## config.mk

```make
export PLATFORM = sky130hd
export DESIGN_NAME = pe_accumulate_flat
export DESIGN_NICKNAME = d
export VERILOG_FILES = /design/src/rtl/pe_accumulate_pkg.sv /design/src/rtl/pe_accumulate_if.sv /design/src/rtl/pe_accumulate_int_fp_add.sv /design/src/rtl/pe_accumulate.sv /design/src/flat_wrapper.sv
export SDC_FILE = /design/constraint.sdc
export NUM_CORES = 1
export LEC_CHECK = 0
export CAP_MARGIN = 20
export CORE_AREA = 2 2 183 185
export CTS_BUF_LIST = sky130_fd_sc_hd__clkbuf_4 sky130_fd_sc_hd__clkbuf_8
export DETAILED_ROUTE_END_ITERATION = 6
export DIE_AREA = 0 0 185 187
export PLACE_DENSITY = 0.59
export SYNTH_ARGS = -nofsm -noshare
export SYNTH_HDL_FRONTEND = slang
export SYNTH_HIERARCHICAL = 1
export SYNTH_SLANG_ARGS = --single-unit
```

## constraint.sdc

```tcl
create_clock -name clk -period 34 [get_ports clk]
set_input_delay 5.1 -clock clk [delete_from_list [all_inputs] [get_ports clk]]
set_output_delay 5.1 -clock clk [all_outputs]
set_load 0.05 [all_outputs]
```

## src/rtl/pe_accumulate_pkg.sv

```systemverilog
// Shared types and constants for the PE accumulation stage.
package pe_accumulate_pkg;

    typedef enum logic [1:0] {
        ST_IDLE = 2'd0,
        ST_ACC  = 2'd1,
        ST_HOLD = 2'd2
    } state_e;

    localparam logic        MODE_INT      = 1'b0;
    localparam logic        MODE_FP       = 1'b1;
    localparam logic [15:0] FP16_ZERO     = 16'h0000;
    localparam logic [15:0] FP16_QNAN     = 16'h7E00;
    localparam int          LEN_W_DEFAULT = 8;

endpackage

```

## src/rtl/pe_accumulate_if.sv

```systemverilog
// Command, product-input and result-output signals of the accumulation stage.
interface pe_accumulate_if #(
    parameter int LEN_W = pe_accumulate_pkg::LEN_W_DEFAULT
);
    logic             start;
    logic             mode;
    logic [LEN_W-1:0] len;
    logic             in_valid;
    logic             in_ready;
    logic [15:0]      in_data;
    logic             out_valid;
    logic             out_ready;
    logic [15:0]      out_data;
    logic             out_mode;
    logic             busy;

    modport master (
        output start, mode, len, in_valid, in_data, out_ready,
        input  in_ready, out_valid, out_data, out_mode, busy
    );

    modport slave (
        input  start, mode, len, in_valid, in_data, out_ready,
        output in_ready, out_valid, out_data, out_mode, busy
    );
endinterface

```

## src/rtl/pe_accumulate_int_fp_add.sv

```systemverilog
// Combined INT16 / FP16 adder, single-cycle combinational form.
module int_fp_add
    import pe_accumulate_pkg::*;
(
    input  logic        mode_i,
    input  logic [15:0] a_i,
    input  logic [15:0] b_i,
    output logic [15:0] sum_o
);

    logic [11:0] int_lo;
    logic [4:0]  int_hi;
    logic [15:0] int_sum;

    // 11-bit low slice carries into the 5-bit high slice.
    assign int_lo  = {1'b0, a_i[10:0]} + {1'b0, b_i[10:0]};
    assign int_hi  = a_i[15:11] + b_i[15:11] + {4'b0, int_lo[11]};
    assign int_sum = {int_hi, int_lo[10:0]};

    logic [15:0] x, y, fp_sum;
    logic [4:0]  ex, ey, d;
    logic [13:0] xe, ye, ys;
    logic [14:0] s;
    logic [6:0]  e;
    logic [11:0] mr;
    logic        st, inc, a_nan, b_nan, a_inf, b_inf;

    always_comb begin
        a_nan = (a_i[14:10] == 5'h1f) && (a_i[9:0] != '0);
        b_nan = (b_i[14:10] == 5'h1f) && (b_i[9:0] != '0);
        a_inf = (a_i[14:10] == 5'h1f) && (a_i[9:0] == '0);
        b_inf = (b_i[14:10] == 5'h1f) && (b_i[9:0] == '0);

        if (a_i[14:0] >= b_i[14:0]) begin
            x = a_i;
            y = b_i;
        end else begin
            x = b_i;
            y = a_i;
        end
        ex = (x[14:10] == '0) ? 5'd1 : x[14:10];
        ey = (y[14:10] == '0) ? 5'd1 : y[14:10];
        xe = {(x[14:10] != '0), x[9:0], 3'b000};
        ye = {(y[14:10] != '0), y[9:0], 3'b000};
        d  = ex - ey;

        // Bits shifted out of the smaller operand collapse into a sticky bit.
        st = 1'b0;
        for (int unsigned i = 0; i < 14; i++) begin
            if (i < 32'(d)) st = st | ye[i];
        end
        ys    = (d >= 5'd14) ? '0 : (ye >> d);
        ys[0] = ys[0] | st;

        if (x[15] == y[15]) s = {1'b0, xe} + {1'b0, ys};
        else                s = {1'b0, xe} - {1'b0, ys};

        e = {2'b00, ex};
        if (s[14]) begin
            s = {1'b0, s[14:2], s[1] | s[0]};
            e = e + 7'd1;
        end
        for (int unsigned i = 0; i < 13; i++) begin
            if (!s[13] && (e > 7'd1)) begin
                s = s << 1;
                e = e - 7'd1;
            end
        end

        inc = s[2] & (s[1] | s[0] | s[3]);
        mr  = {1'b0, s[13:3]} + {11'b0, inc};
        if (mr[11]) begin
            mr = mr >> 1;
            e  = e + 7'd1;
        end

        if (a_nan || b_nan || (a_inf && b_inf && (a_i[15] != b_i[15])))
            fp_sum = FP16_QNAN;
        else if (a_inf)
            fp_sum = a_i;
        else if (b_inf)
            fp_sum = b_i;
        else if (s == '0)
            fp_sum = FP16_ZERO;
        else if (e >= 7'd31)
            fp_sum = {x[15], 5'h1f, 10'h000};
        else
            fp_sum = {x[15], (mr[10] ? e[4:0] : 5'd0), mr[9:0]};
    end

    assign sum_o = (mode_i == MODE_FP) ? fp_sum : int_sum;

endmodule

```

## src/rtl/pe_accumulate.sv

```systemverilog
// Accumulates a run of len products through int_fp_add and presents the sum.
module pe_accumulate
    import pe_accumulate_pkg::*;
#(
    parameter int LEN_W = LEN_W_DEFAULT
) (
    input  logic           clk,
    input  logic           rst,
    pe_accumulate_if.slave bus
);

    state_e           state_q, state_d;
    logic [15:0]      acc_q, acc_d;
    logic [LEN_W-1:0] cnt_q, cnt_d;
    logic [LEN_W-1:0] len_q, len_d;
    logic             mode_q, mode_d;
    logic [15:0]      add_sum;
    logic             in_ready_c, out_valid_c, busy_c, launch;

    int_fp_add u_add (
        .mode_i (mode_q),
        .a_i    (bus.in_data),
        .b_i    (acc_q),
        .sum_o  (add_sum)
    );

    always_comb begin
        state_d     = state_q;
        acc_d       = acc_q;
        cnt_d       = cnt_q;
        len_d       = len_q;
        mode_d      = mode_q;
        in_ready_c  = 1'b0;
        out_valid_c = 1'b0;
        busy_c      = 1'b0;
        launch      = 1'b0;

        case (state_q)
            ST_IDLE: begin
                launch = bus.start;
            end
            ST_ACC: begin
                in_ready_c = 1'b1;
                busy_c     = 1'b1;
                if (bus.in_valid) begin
                    acc_d = add_sum;
                    cnt_d = cnt_q + LEN_W'(1);
                    if (cnt_q == len_q - LEN_W'(1)) state_d = ST_HOLD;
                end
            end
            ST_HOLD: begin
                out_valid_c = 1'b1;
                busy_c      = 1'b1;
                if (bus.out_ready) begin
                    state_d = ST_IDLE;
                    launch  = bus.start;
                end
            end
            default: state_d = ST_IDLE;
        endcase

        // A start taken on the output handshake behaves exactly like one from IDLE.
        if (launch) begin
            mode_d  = bus.mode;
            len_d   = bus.len;
            acc_d   = FP16_ZERO;
            cnt_d   = '0;
            state_d = (bus.len == '0) ? ST_HOLD : ST_ACC;
        end
    end

    always_ff @(posedge clk or posedge rst) begin
        if (rst) begin
            state_q <= ST_IDLE;
            acc_q   <= '0;
            cnt_q   <= '0;
            len_q   <= '0;
            mode_q  <= MODE_INT;
        end else begin
            state_q <= state_d;
            acc_q   <= acc_d;
            cnt_q   <= cnt_d;
            len_q   <= len_d;
            mode_q  <= mode_d;
        end
    end

    assign bus.in_ready  = in_ready_c;
    assign bus.out_valid = out_valid_c;
    assign bus.busy      = busy_c;
    assign bus.out_data  = acc_q;
    assign bus.out_mode  = mode_q;

endmodule

```

## src/flat_wrapper.sv

```systemverilog
// flat-port wrapper written by rule: the top's interface ports become plain ports
module pe_accumulate_flat import pe_accumulate_pkg::*;
#(
    parameter int LEN_W = LEN_W_DEFAULT
)
  (clk, rst, bus_start, bus_mode, bus_len, bus_in_valid, bus_in_data, bus_out_ready, bus_in_ready, bus_out_valid, bus_out_data, bus_out_mode, bus_busy);
  pe_accumulate_if #(.LEN_W(LEN_W)) bus_i ();
  input  logic clk;
  input  logic rst;
  input wire logic [$bits(bus_i.start)-1:0] bus_start;
  input wire logic [$bits(bus_i.mode)-1:0] bus_mode;
  input wire logic [$bits(bus_i.len)-1:0] bus_len;
  input wire logic [$bits(bus_i.in_valid)-1:0] bus_in_valid;
  input wire logic [$bits(bus_i.in_data)-1:0] bus_in_data;
  input wire logic [$bits(bus_i.out_ready)-1:0] bus_out_ready;
  output wire logic [$bits(bus_i.in_ready)-1:0] bus_in_ready;
  output wire logic [$bits(bus_i.out_valid)-1:0] bus_out_valid;
  output wire logic [$bits(bus_i.out_data)-1:0] bus_out_data;
  output wire logic [$bits(bus_i.out_mode)-1:0] bus_out_mode;
  output wire logic [$bits(bus_i.busy)-1:0] bus_busy;
  assign bus_i.start = bus_start;
  assign bus_i.mode = bus_mode;
  assign bus_i.len = bus_len;
  assign bus_i.in_valid = bus_in_valid;
  assign bus_i.in_data = bus_in_data;
  assign bus_i.out_ready = bus_out_ready;
  assign bus_in_ready = bus_i.in_ready;
  assign bus_out_valid = bus_i.out_valid;
  assign bus_out_data = bus_i.out_data;
  assign bus_out_mode = bus_i.out_mode;
  assign bus_busy = bus_i.busy;
  pe_accumulate #(.LEN_W(LEN_W)) u_core (.clk(clk), .rst(rst), .bus(bus_i));
endmodule
```

# == After elaboration in Yosys (flattened, before gate mapping) ==
# Cells that the tools add are included.
# Widths: inputs -> output; s select.
# totals
output_inout_bits,20
in_bits,30
elab_cells,206
register_bits,35
# classes
n_addsub,24
n_mux,71
n_eq_ne,12
reduce_logical,51
n_lt_le_gt_ge,27
n_shift,1
bitwise,15
# ops
cell,n
$mux 15,15
$mux 16,10
$mux 7,14
$gt 7x1->1 const B,13
$sub 7x1->7 const B,13
$lt 4x5->1 const A,6
$mux 14,2
$mux 8,3
$logic_not 10->1,2
$lt 3x5->1 const A,4
$reduce_bool 10->1,2
$logic_and 1x1->1,19
$add 14x14->15,1
$ge 15x15->1,1
$logic_not 15->1,1
$mux 1,15
$mux 5,3
$sub 14x14->15,1
$or 1x1->1,14
$shr 14x5->14,1
$logic_not 1->1,13
$add 11x1->12,1
$add 11x11->12,1
$mux 11,1
35 further kinds,45

# == Longest topological paths before layout ==
# depth
ltp_word,86
mapped_depth,143
mapped_depth_nobuf,123

# == By module ==
# Netlist, hierarchy kept.
# by_module_without_submodules
module,cells_each,area_per_inst_um2,seq_area_each_um2,instances
int_fp_add,1903,12719.7,0.0,1
pe_accumulate,156,1766.7,875.8,1

# == Worst setup path after synthesis ==
# OpenSTA, ideal clock, no wires.
# synth_path
kind,input-to-reg
startpoint,in bus_in_data[14]
endpoint,reg u_core.acc_q[14] (netlist: u_core/bus.out_data[14])
setup_ps,67
path_slack_ps,-42
path_buffers,26
stages,136
t_arrival_ps,33974
t_required_ps,33933
path_cell_list,ha_1 buf_4 nand4_1 nor4_2 a211oi_2 nand2_2 buf_2 buf_1 mux2i_1 ha_1 inv_1 fa_1 buf_2 clkbuf_1 clkbuf_1 o211ai_1 o221a_2 and3_1 [... 100 more ...] ha_1 inv_1 o31ai_1 o21ai_1 nor4_1 nand3_2 o21ai_2 buf_2 buf_1 mux2i_1 ha_1 nand4_1 a2111oi_2 o2111a_1 mux2i_1 nand2b_1 a211oi_1 a22o_1
# synth_between
elab_chain_len,85
elab_cells_between_ends,162
classes_between,add/sub: 21; order compare: 27; eq/ne: 3; shift: 1; mux: 57; bitwise: 15; reduce/logical: 38
# synth_lines
item,line_no,rtl
start: declaration,flat_wrapper.sv:14,input wire logic [$bits(bus_i.in_data)-1:0] bus_in_data;
$ge 15x15->1,pe_accumulate_int_fp_add.sv:34,if (a_i[14:0] >= b_i[14:0]) begin
$mux 16,pe_accumulate_int_fp_add.sv:34,
$logic_not 5->1 (on tied branches),"pe_accumulate_int_fp_add.sv:41, pe_accumulate_int_fp_add.sv:42",
$mux 5 (on tied branches),"pe_accumulate_int_fp_add.sv:41, pe_accumulate_int_fp_add.sv:42",
$sub 5x5->5,pe_accumulate_int_fp_add.sv:45,d = ex - ey;
$lt 2x5->1,pe_accumulate_int_fp_add.sv:50,if (i < 32'(d)) st = st | ye[i];
$mux 1,pe_accumulate_int_fp_add.sv:50,
$or 1x1->1,pe_accumulate_int_fp_add.sv:50,
[... 70 more ...],n/a,
$mux 16,pe_accumulate_int_fp_add.sv:81,else if (b_inf)
$mux 16,pe_accumulate_int_fp_add.sv:79,else if (a_inf)
$mux 16,pe_accumulate_int_fp_add.sv:77,if (a_nan || b_nan || (a_inf && b_inf && (a_i[15] != b_i[15])))
$mux 16 *,pe_accumulate_int_fp_add.sv:91,assign sum_o = (mode_i == MODE_FP) ? fp_sum : int_sum;
named net u_core.add_sum[14],pe_accumulate.sv:17,logic [15:0] add_sum;
$mux 16 *,pe_accumulate.sv:45,if (bus.in_valid) begin
$mux 16 *,pe_accumulate.sv:38,case (state_q)
$mux 16 *,pe_accumulate.sv:63,if (launch) begin
end signal: assignment,pe_accumulate.sv:75,acc_q <= '0;
end signal: assignment,pe_accumulate.sv:81,acc_q <= acc_d;
end: declaration,pe_accumulate.sv:13,"logic [15:0] acc_q, acc_d;"
# Mark *: on every way through the listed nets, which the timed path passes. The rest lies on a longest branch. The select of a mux whose other input is x is not followed.
# A chain may end at the register's enable or synchronous reset.

# == Final worst setup path ==
# layout_path
startpoint,in bus_in_data[14]
endpoint,reg u_core.acc_q[6] (netlist: u_core/bus.out_data[6])
# layout_between
elab_chain_len,85
elab_cells_between_ends,159
classes_between,add/sub: 19; order compare: 27; eq/ne: 3; shift: 1; mux: 56; bitwise: 15; reduce/logical: 38
# layout_lines
item,line_no
$ge 15x15->1,pe_accumulate_int_fp_add.sv:34
$mux 16,pe_accumulate_int_fp_add.sv:34
$logic_not 5->1 (on tied branches),"pe_accumulate_int_fp_add.sv:41, pe_accumulate_int_fp_add.sv:42"
$mux 5 (on tied branches),"pe_accumulate_int_fp_add.sv:41, pe_accumulate_int_fp_add.sv:42"
$sub 5x5->5,pe_accumulate_int_fp_add.sv:45
$lt 2x5->1,pe_accumulate_int_fp_add.sv:50
$mux 1,pe_accumulate_int_fp_add.sv:50
$or 1x1->1,pe_accumulate_int_fp_add.sv:50
[... 70 more ...],n/a
$mux 16,pe_accumulate_int_fp_add.sv:81
$mux 16,pe_accumulate_int_fp_add.sv:79
$mux 16 *,pe_accumulate_int_fp_add.sv:77
$mux 16 *,pe_accumulate_int_fp_add.sv:91
named net u_core.add_sum[6],pe_accumulate.sv:17
$mux 16 *,pe_accumulate.sv:45
$mux 16 *,pe_accumulate.sv:38
$mux 16 *,pe_accumulate.sv:63
# Marked as above.

==> flow_summary.yaml <==
synthesis:
  synth_top_family_by_area: "compound AO/OA/AOI/OAI gates"
  ys_seq_area_share_pct: 6.046
  yosys-top-cells-area: "ha_1, mux2i_1, dfrtp_1, nor2_1, a21oi_1"
  synth_seq_cells: 35
  muxShareOfSynthArea_pct: 12.59
  synth_edf_count: 0
  yosysWarnings: 6
  avgSynthCellArea_sq_um: 7.036
  syn_inst: 2059
  syn_nets: 2184
  synthAdderAreaFrac_pct: 8.464
  synthXorXnorAreaFrac_pct: 5.960
  synthDistinctLibCells: 138
  yosys.area_share.simple_pct: 26.87
  synth_top_area_share_pct: 7.773
  yosysTopAreaCell: "ha_1"
  postSynth.asyncResetShare_pct: 100.0
  synth_compound_area_share_pct: 34.29
  ys.flop_type: "dfrtp_1"
  synth_area_sq_um: 14490
drt:
  via_count: 16040
  first_pass_iters: 6
  drt_first_iter_violations: 1478
  wire_per_inst_microns: 19.22
  ant_nets: 0
  post-route-drc-count: 0
  drt_wl_total_microns: 49050
  vias_per_cell: 6.286
worst_setup_path:
  cp-start-kind: "input port"
  reg2reg_slack_ns: 6.86
  cp.required_ns: 34.22
  reg2reg_depth: 116
  cp_max_fo: 27
  critPathMostFrequentCell: "ha_1"
  max_stage_delay_ns: 0.76
  r2r_end: "u_core/bus.out_data[6]$_DFFE_PP0P_"
  critPathSlowestCell: "fa_2"
  criticalPathCategory: "input port to flop"
  end_kind: "flop"
  worstPathArrival_ns: 32.23
  r2r_start: "u_core/bus.out_data[13]$_DFFE_PP0P_"
floorplan:
  coreArea_sq_um: 32860
  die_x_microns: 185
  die_area_sq_um: 34600
  dieHeight_microns: 187
  start_util_pct: 44.08
  ioPinCount: 50
  num_rows: 67
cts:
  cts_tree: "yes"
  postCtsHoldBufs: 0
  clock_sinks: 35
  clk_path_buf_depth: 2
  cts-buffers-inserted: 5
  clockRootBuffer: "clkbuf_8"
  htree_levels: 2
  path_clk_slew_ns: 0.08
  clk_latency_ns: 0.29
timing:
  skew_ns: 0.007439
  finalCritPeriodShare_pct: 94.14
  maxSlewViolCount: 0
  fin_crit_ns: 32.01
  max_freq_ghz: 0.03124
  maxSlewHeadroom_pct: 34.92
  hold_viol: 0
  timing_worst_slew_pin_value_ns: 0.9762
  setup-violations-final: 0
global_route:
  antenna_found_initial: 0
  grt_overflow: 0
  grt_max_degree: 36
  grt_pass1_wl_microns: 78920
  grt_pass1_vias: 14870
  grt_use_total_pct: 27.34
run_status:
  outcome: "finished clean"
placement:
  dp_hpwl_microns: 39020
  placed_area_sq_um: 15680
  place.gp.congestion: 0.9949
  port_buffers: 49
layout:
  num_antenna_cells: 0
  drive_gt1_share_pct: 13.31
  syn2layout_area_growth_pct: 10.54
  final_net_count: 2228
  finalInstanceArea_sq_um: 16010
worst_hold_path:
  holdPathStages: 1
  hold-path-endpoint: "u_core/len_q[7]$_DFFE_PP0P_"
  hp-class: "flop to flop"
  worstHoldStart: "u_core/len_q[7]$_DFFE_PP0P_"
flow_run:
  maxCapViolations: 0
==> cells in the final DEF, fill, tap and decap left out, types with 25 or more instances in the layout <==
cell	netlist	routed
a211oi_1	31	30
a21o_1	30	30
a21oi_1	161	160
a31oi_1	28	27
and2_1	28	28
and3_1	25	25
buf_4	1	91
clkdlybuf4s50_1	0	48
dfrtp_1	35	35
ha_1	90	89
inv_1	93	93
mux2_2	57	57
mux2i_1	108	107
nand2_1	200	199
nand3_1	62	62
nor2_1	229	229
nor3_1	51	51
o211ai_1	30	30
o21ai_0	112	109
o21ai_1	29	31
xnor2_1	65	65
==> registers in the layout, indices dropped and copies added, names as in the netlist <==
| register | flops |
|---|---|
| u_core/len_q | 8 |
| u_core/cnt_q | 8 |
| u_core/bus.out_mode | 1 |
| u_core/state_q | 2 |
| u_core/bus.out_data | 16 |
==> cell usage after synthesis (28+ instances only) <==
master	instances
nor2_1	229
nand2_1	200
a21oi_1	161
o21ai_0	112
mux2i_1	108
inv_1	93
ha_1	90
xnor2_1	65
nand3_1	62
mux2_2	57
nor3_1	51
clkbuf_1	50
buf_2	39
dfrtp_1	35
a211oi_1	31
a21o_1	30
o211ai_1	30
o21ai_1	29
a31oi_1	28
and2_1	28
==> routing by layer <==
layer	routed length, microns	track usage (%)	part of all wire, %
met3	2577	2.609	5.3
met2	22740	45.36	46
met1	22970	38.66	47
met5	0	0	0
met4	761	4.792	1.6
==> final cells by class <==
class,instances,area (sq um)
Inverter,96,360.3
Sequential cell,35,875.8
Clock buffer,6,76.32
Tap cell,448,560.5
Timing Repair Buffer,141,1187
Fill cell,3433,16850
Clock inverter,2,12.51
Multi-Input combinational cell,1824,12940
==> worst max-delay path, delay by kind of cell <==
kind	cells	cell delay, ns
compound gates	42	8.56
simple gates	31	7.24
fa+ha+maj	18	5.19
mux	7	2.28
xor+xnor	5	1.21
buf+inv	13	2.52
==> how the worst max path moves through the flow <==
stage                     from                                  end  slack [ns]  depth (start not counted)
2_1_floorplan  bus_in_data[14]  u_core/bus.out_data[14]$_DFFE_PP0P_        0.14                        136
3_3_place_gp   bus_in_data[12]  u_core/bus.out_data[13]$_DFFE_PP0P_        0.88                        114
3_5_place_dp   bus_in_data[14]  u_core/bus.out_data[13]$_DFFE_PP0P_        0.28                        114
4_1_cts        bus_in_data[14]  u_core/bus.out_data[13]$_DFFE_PP0P_        0.45                        114
5_1_grt        bus_in_data[14]  u_core/bus.out_data[13]$_DFFE_PP0P_       -0.13                        123
6_report       bus_in_data[14]   u_core/bus.out_data[6]$_DFFE_PP0P_        1.99                        116
==> logic make-up after synthesis <==
| family | after synthesis |
|---|---|
| mux | 171 |
| compound gates | 696 |
| buf+inv | 201 |
| fa+ha+maj | 95 |
| xor+xnor | 93 |
| flops | 35 |
| simple gates | 768 |
==> timing repair <==
action	CTS	global route
buffers inserted	0	11
endpoints found under the setup margin	0	16
gates resized for setup	0	27
==> metrics by stage <==
| stage | setup TNS (ns) | worst slack [ns] | instances | utilization, % | hold slack [ns] |
|---|---|---|---|---|---|
| after floorplan | 0 | 0.1429 | 2059 | - | 0.4995 |
| final | 0 | 1.992 | 2552 | 48.73 | 0.5397 |
| after CTS | 0 | 0.4482 | 2539 | 47.99 | 0.5512 |
| after global placement | 0 | 0.8785 | 2530 | 47.69 | 0.5210 |
| after detailed placement | 0 | 0.2754 | 2531 | 47.72 | 0.5336 |
| after global routing | -0.5870 | -0.1305 | 2552 | 48.73 | 0.5811 |
Power is left out: the tool's default activity adds up to more than one toggle a clock period on the data nets, which glitch-free logic cannot reach.
==> patch 1, RTL diff (same flow settings) <==
Change the package constant `LEN_W_DEFAULT` from 8 to 4.
--- a/src/rtl/pe_accumulate_pkg.sv
+++ b/src/rtl/pe_accumulate_pkg.sv
@@ -11,7 +11,7 @@
     localparam logic        MODE_FP       = 1'b1;
     localparam logic [15:0] FP16_ZERO     = 16'h0000;
     localparam logic [15:0] FP16_QNAN     = 16'h7E00;
-    localparam int          LEN_W_DEFAULT = 8;
+    localparam int          LEN_W_DEFAULT = 4;
 
 endpackage
 
Ports: changed (resized bus_len); port bits go from 50 to 46. No check against the original RTL was run, so the function may have changed too.
==> patch 1 against the unedited design <==
  * Cell count down 1.3%
  * Synthesized area down 1.6%
  * Routed wire length up 0.91%
  * Final area down 1.9%
  * Sequential cell count down 8
  * Critical path type unchanged
  * Setup slack worse by 0.25 ns
  * First-iteration DRC count up 12%
  * Sequential share of layout area down 1.2 points
Power is not shown: default switching activity piles up to over one toggle a cycle in this logic, so the estimate is an artifact.
==> patch 1: results (changes against the unedited design) <==
| Metric | Value |
|---|---|
| Number of fillers in the final layout | `3347 (was 3433)` |
| Post-place setup slack | `-1.23 ns (was 0.275 ns)` |
| Clk slew on worst S/H paths | `0.11 ns (was 0.08 ns)` |
| Per-cell via count in the routed design | `6.53 (was 6.29)` |
| Synth-to-layout area growth | `10.3% (was 10.5%)` |
| Sum of net half-perimeters after detailed placement | `39.1 mm (was 39.0 mm)` |
| Critical Path Fanout Max | `25 (was 27)` |
| Global routing met3 resource utilization | `0.0134 (was 0.0261)` |
| Inverters excl. clock | `93 (was 96)` |
| Count of buffers not belonging to the clock network in the layout | `121 (was 141)` |
| Multi-input combinational area share | `0.830 (was 0.808)` |
| Number of instances in the placed design | `2504 (was 2531)` |
| Placed standard-cell area | `0.0154 mm2 (was 0.0157 mm2)` |
| Maximum level of the CTS H-tree | `1 (was 2)` |
| Number of global-route vias before repair | `15239 (was 14869)` |
| Total nets after synthesis | `2159 (was 2184)` |
| Worst-case clock skew | `0.0139 ns (was 0.00744 ns)` |
| Average wire length per cell after detail routing | `19.7 um (was 19.2 um)` |
| Clk cell area share | `0.00318 (was 0.00555)` |
| Count of unique library cells instantiated by Yosys | `126 (was 138)` |
| Diode insertion count for antenna repair | `1 (was 0)` |
| GR Layer Usage met1 | `0.383 (was 0.387)` |
| Placer Congestion | `0.994 (was 0.995)` |
| Setup slack on the worst flop-to-flop path | `6.37 ns (was 6.86 ns)` |
| Detail Route met3 WL | `2.85 mm (was 2.58 mm)` |
| Crit-path slowest cell | `or4_4 (was fa_2)` |
| Amount of wire on met2 after detailed routing | `23.1 mm (was 22.7 mm)` |
| Total CTS buffers | `3 (was 5)` |
| Number of antenna violations at the first check in global routing | `1 (was 0)` |
| Most frequent cells after synthesis | `214 x nand2_1, 206 x nor2_1, 134 x mux2i_1 (was 229 x nor2_1, 200 x nand2_1, 161 x a21oi_1)` |
| Launch point of the worst hold path | `u_core/len_q[3]$_DFFE_PP0P_ (was u_core/len_q[7]$_DFFE_PP0P_)` |
| Yosys reg bits | `27 (was 35)` |
| Fraction of layout instances using a drive strength above 1 | `0.122 (was 0.133)` |
| Non-clock buffering overhead in the final layout | `0.0662 (was 0.0742)` |
| Port bufs | `45 (was 49)` |
| Worst setup path end | `u_core/bus.out_data[2]$_DFFE_PP0P_ (was u_core/bus.out_data[6]$_DFFE_PP0P_)` |
| Seq/Total Area, Yosys | `0.0474 (was 0.0605)` |
| Total number of vias | `16441 (was 16042)` |
| Initial detailed-routing violation count | `1659 (was 1478)` |
| Proportion of cell area occupied by registers | `0.0430 (was 0.0547)` |
| Beginning of the worst register-to-register path | `u_core/bus.out_data[6]$_DFFE_PP0P_ (was u_core/bus.out_data[13]$_DFFE_PP0P_)` |
| Worst-case hold path end point | `u_core/len_q[3]$_DFFE_PP0P_ (was u_core/len_q[7]$_DFFE_PP0P_)` |
| Status | `completed (unchanged)` |
| Total of cells resized after clock tree synthesis | `6 (was 0)` |
| Slowest Stage Delay on Critical Path | `0.65 ns (was 0.76 ns)` |
patch 1: cell types whose count changed in the layout (fill, tap and decap cells not counted), moves of 9 or more:
cell and change:
buf_4 -16, xnor2_1 -22, o21ai_1 -11, or3_1 +11, nor3_1 +9, a32oi_1 +15
nand2_1 +14, nor2_1 -23, nand3_1 +14, mux2_2 -21, mux2i_1 +26, o21ai_0 -11
a21oi_1 -28
patch 1: cells by family (layout without fill, tap and decap cells):
group | after synthesis | after routing | synth area share
xor gates and xnor gates | 67 | 67 | 0.0428
buffers and inverters | 188 | 218 | 0.0538
and+or+nand+nor | 786 | 786 | 0.276
adders and majority gates | 95 | 95 | 0.0860
other | 0 | 1 | 0
DFF | 27 | 27 | 0.0474
AOI/OAI and AO/OA | 700 | 701 | 0.364
muxes | 175 | 175 | 0.130
patch 1: tightest hold or removal path, delay by kind of cell (launching register included):
kind / cells / cell delay, ns
flip-flops: 1 / 0.38
AND/OR/NAND/NOR: 2 / 0.12
==> patch 2, RTL diff (same flow settings) <==
Without the edit above. Encoding of `state_e`: now one-hot (3 bits for 3 states).
--- a/src/rtl/pe_accumulate_pkg.sv
+++ b/src/rtl/pe_accumulate_pkg.sv
@@ -1,10 +1,10 @@
 // Shared types and constants for the PE accumulation stage.
 package pe_accumulate_pkg;
 
-    typedef enum logic [1:0] {
-        ST_IDLE = 2'd0,
-        ST_ACC  = 2'd1,
-        ST_HOLD = 2'd2
+    typedef enum logic [2:0] {
+        ST_IDLE = 3'b001,
+        ST_ACC  = 3'b010,
+        ST_HOLD = 3'b100
     } state_e;
 
     localparam logic        MODE_INT      = 1'b0;
Behaviour: same outputs for any inputs over 4 cycles, from zero or initial values and one cycle with rst high; so few cycles prove little.
==> patch 2 against the unedited design <==
  * Count of clock-buffer cells in the layout is the same
  * Register-to-register slack got worse by 0.16 ns
  * Sequential cell count rose by 1
  * Final area is 1.0% higher
  * Core utilization increased by 0.50 points
  * Highest routed layer is now met5
  * Synthesized area up 3.1%
  * Critical endpoint unchanged
  * Largest cell class unchanged
  * Setup slack worse by 0.075 ns
  * Die area did not move
  * Clock skew shrank 0.0026 ns
  * Non-clock buffer count decreased by 34
  * Routed wire length up 3.6%
Power is not shown: default switching activity piles up to over one toggle a cycle in this logic, so the estimate is an artifact.
==> patch 2: results (changes against the unedited design) <==
| Metric | Value |
|---|---|
| Slew at the pin closest to its max-slew limit | `1.00 ns (was 0.976 ns)` |
| Initial detailed-routing violation count | `1581 (was 1478)` |
| Fraction of layout instances using a drive strength above 1 | `0.120 (was 0.133)` |
| Beginning of the worst register-to-register path | `u_core/bus.out_data[14]$_DFFE_PP0P_ (was u_core/bus.out_data[13]$_DFFE_PP0P_)` |
| Area of the multi-input gates | `0.0134 mm2 (was 0.0129 mm2)` |
| Total nets after synthesis | `2286 (was 2184)` |
| Slowest Stage Delay on Critical Path | `0.64 ns (was 0.76 ns)` |
| Number of fillers in the final layout | `3451 (was 3433)` |
| Number of global-route vias before repair | `15758 (was 14869)` |
| Met1 wire length | `23.2 mm (was 23.0 mm)` |
| Count of unique library cells instantiated by Yosys | `139 (was 138)` |
| Worst R2R Path Depth | `115 (was 116)` |
| Average wire length per cell after detail routing | `19.3 um (was 19.2 um)` |
| Status | `completed (unchanged)` |
| Count of buffers not belonging to the clock network in the layout | `107 (was 141)` |
| Most frequent cells after synthesis | `288 x nand2_1, 244 x nor2_1, 166 x a21oi_1 (was 229 x nor2_1, 200 x nand2_1, 161 x a21oi_1)` |
| Amount of wire on met2 after detailed routing | `23.9 mm (was 22.7 mm)` |
| Worst path arrival time | `32.30 ns (was 32.23 ns)` |
| Seq/Total Area, Yosys | `0.0604 (was 0.0605)` |
| Setup slack on the worst flop-to-flop path | `6.70 ns (was 6.86 ns)` |
| Clk cell area share | `0.00572 (was 0.00555)` |
| First-pass GRT wire length | `82.1 mm (was 78.9 mm)` |
| Largest net degree at the start of global routing | `41 (was 36)` |
| Crit-path slowest cell | `or4_4 (was fa_2)` |
| Total number of vias | `16828 (was 16042)` |
| Sum of net half-perimeters after detailed placement | `40.0 mm (was 39.0 mm)` |
| Multi-input comb cells | `1952 (was 1824)` |
| Uppermost signal routing layer after detailed routing | `met5 (was met4)` |
| GR Layer Usage met2 | `0.473 (was 0.454)` |
| Detail Route met3 WL | `2.52 mm (was 2.58 mm)` |
| Non-clock buffering overhead in the final layout | `0.0580 (was 0.0742)` |
| Worst-case clock skew | `0.00484 ns (was 0.00744 ns)` |
| TritonCTS Sinks | `36 (was 35)` |
patch 2: cells by family (layout without fill, tap and decap cells):
| kind of cell | Yosys count | in the layout | synth area share |
|---|---|---|---|
| fa+ha+maj | 92 | 92 | 0.0796 |
| simple gates | 903 | 903 | 0.298 |
| xor+xnor | 89 | 89 | 0.0546 |
| buf+inv | 177 | 200 | 0.0510 |
| compound gates | 725 | 726 | 0.354 |
| mux | 142 | 142 | 0.103 |
| flops | 36 | 36 | 0.0604 |
patch 2: how the worst min path moves through the flow:
| stage | start | end | slack [ns] | cells after the start |
|---|---|---|---|---|
| global route | u_core/len_q[7]$_DFFE_PP0P_ | u_core/len_q[7]$_DFFE_PP0P_ | 0.57 | 1 |
| global placement | u_core/len_q[7]$_DFFE_PP0P_ | u_core/len_q[7]$_DFFE_PP0P_ | 0.53 | 1 |
| finish | u_core/len_q[7]$_DFFE_PP0P_ | u_core/len_q[7]$_DFFE_PP0P_ | 0.55 | 1 |
| detailed placement | u_core/len_q[7]$_DFFE_PP0P_ | u_core/len_q[7]$_DFFE_PP0P_ | 0.53 | 1 |
| floorplan | u_core/len_q[7]$_DFFE_PP0P_ | u_core/len_q[7]$_DFFE_PP0P_ | 0.50 | 1 |
| CTS | u_core/len_q[7]$_DFFE_PP0P_ | u_core/len_q[7]$_DFFE_PP0P_ | 0.55 | 1 |
patch 2: through the flow:
stage	utilization	instance area (um2)	setup WS, ns	hold slack [ns]	std cells
2_1_floorplan	-	14900	0.00472	0.501	2164
3_3_place_gp	0.482	15900	1.13	0.530	2608
3_5_place_dp	0.482	15900	0.472	0.534	2608
4_1_cts	0.485	15900	0.685	0.551	2616
5_1_grt	0.492	16200	0.0352	0.574	2636
6_report	0.492	16200	1.92	0.545	2636
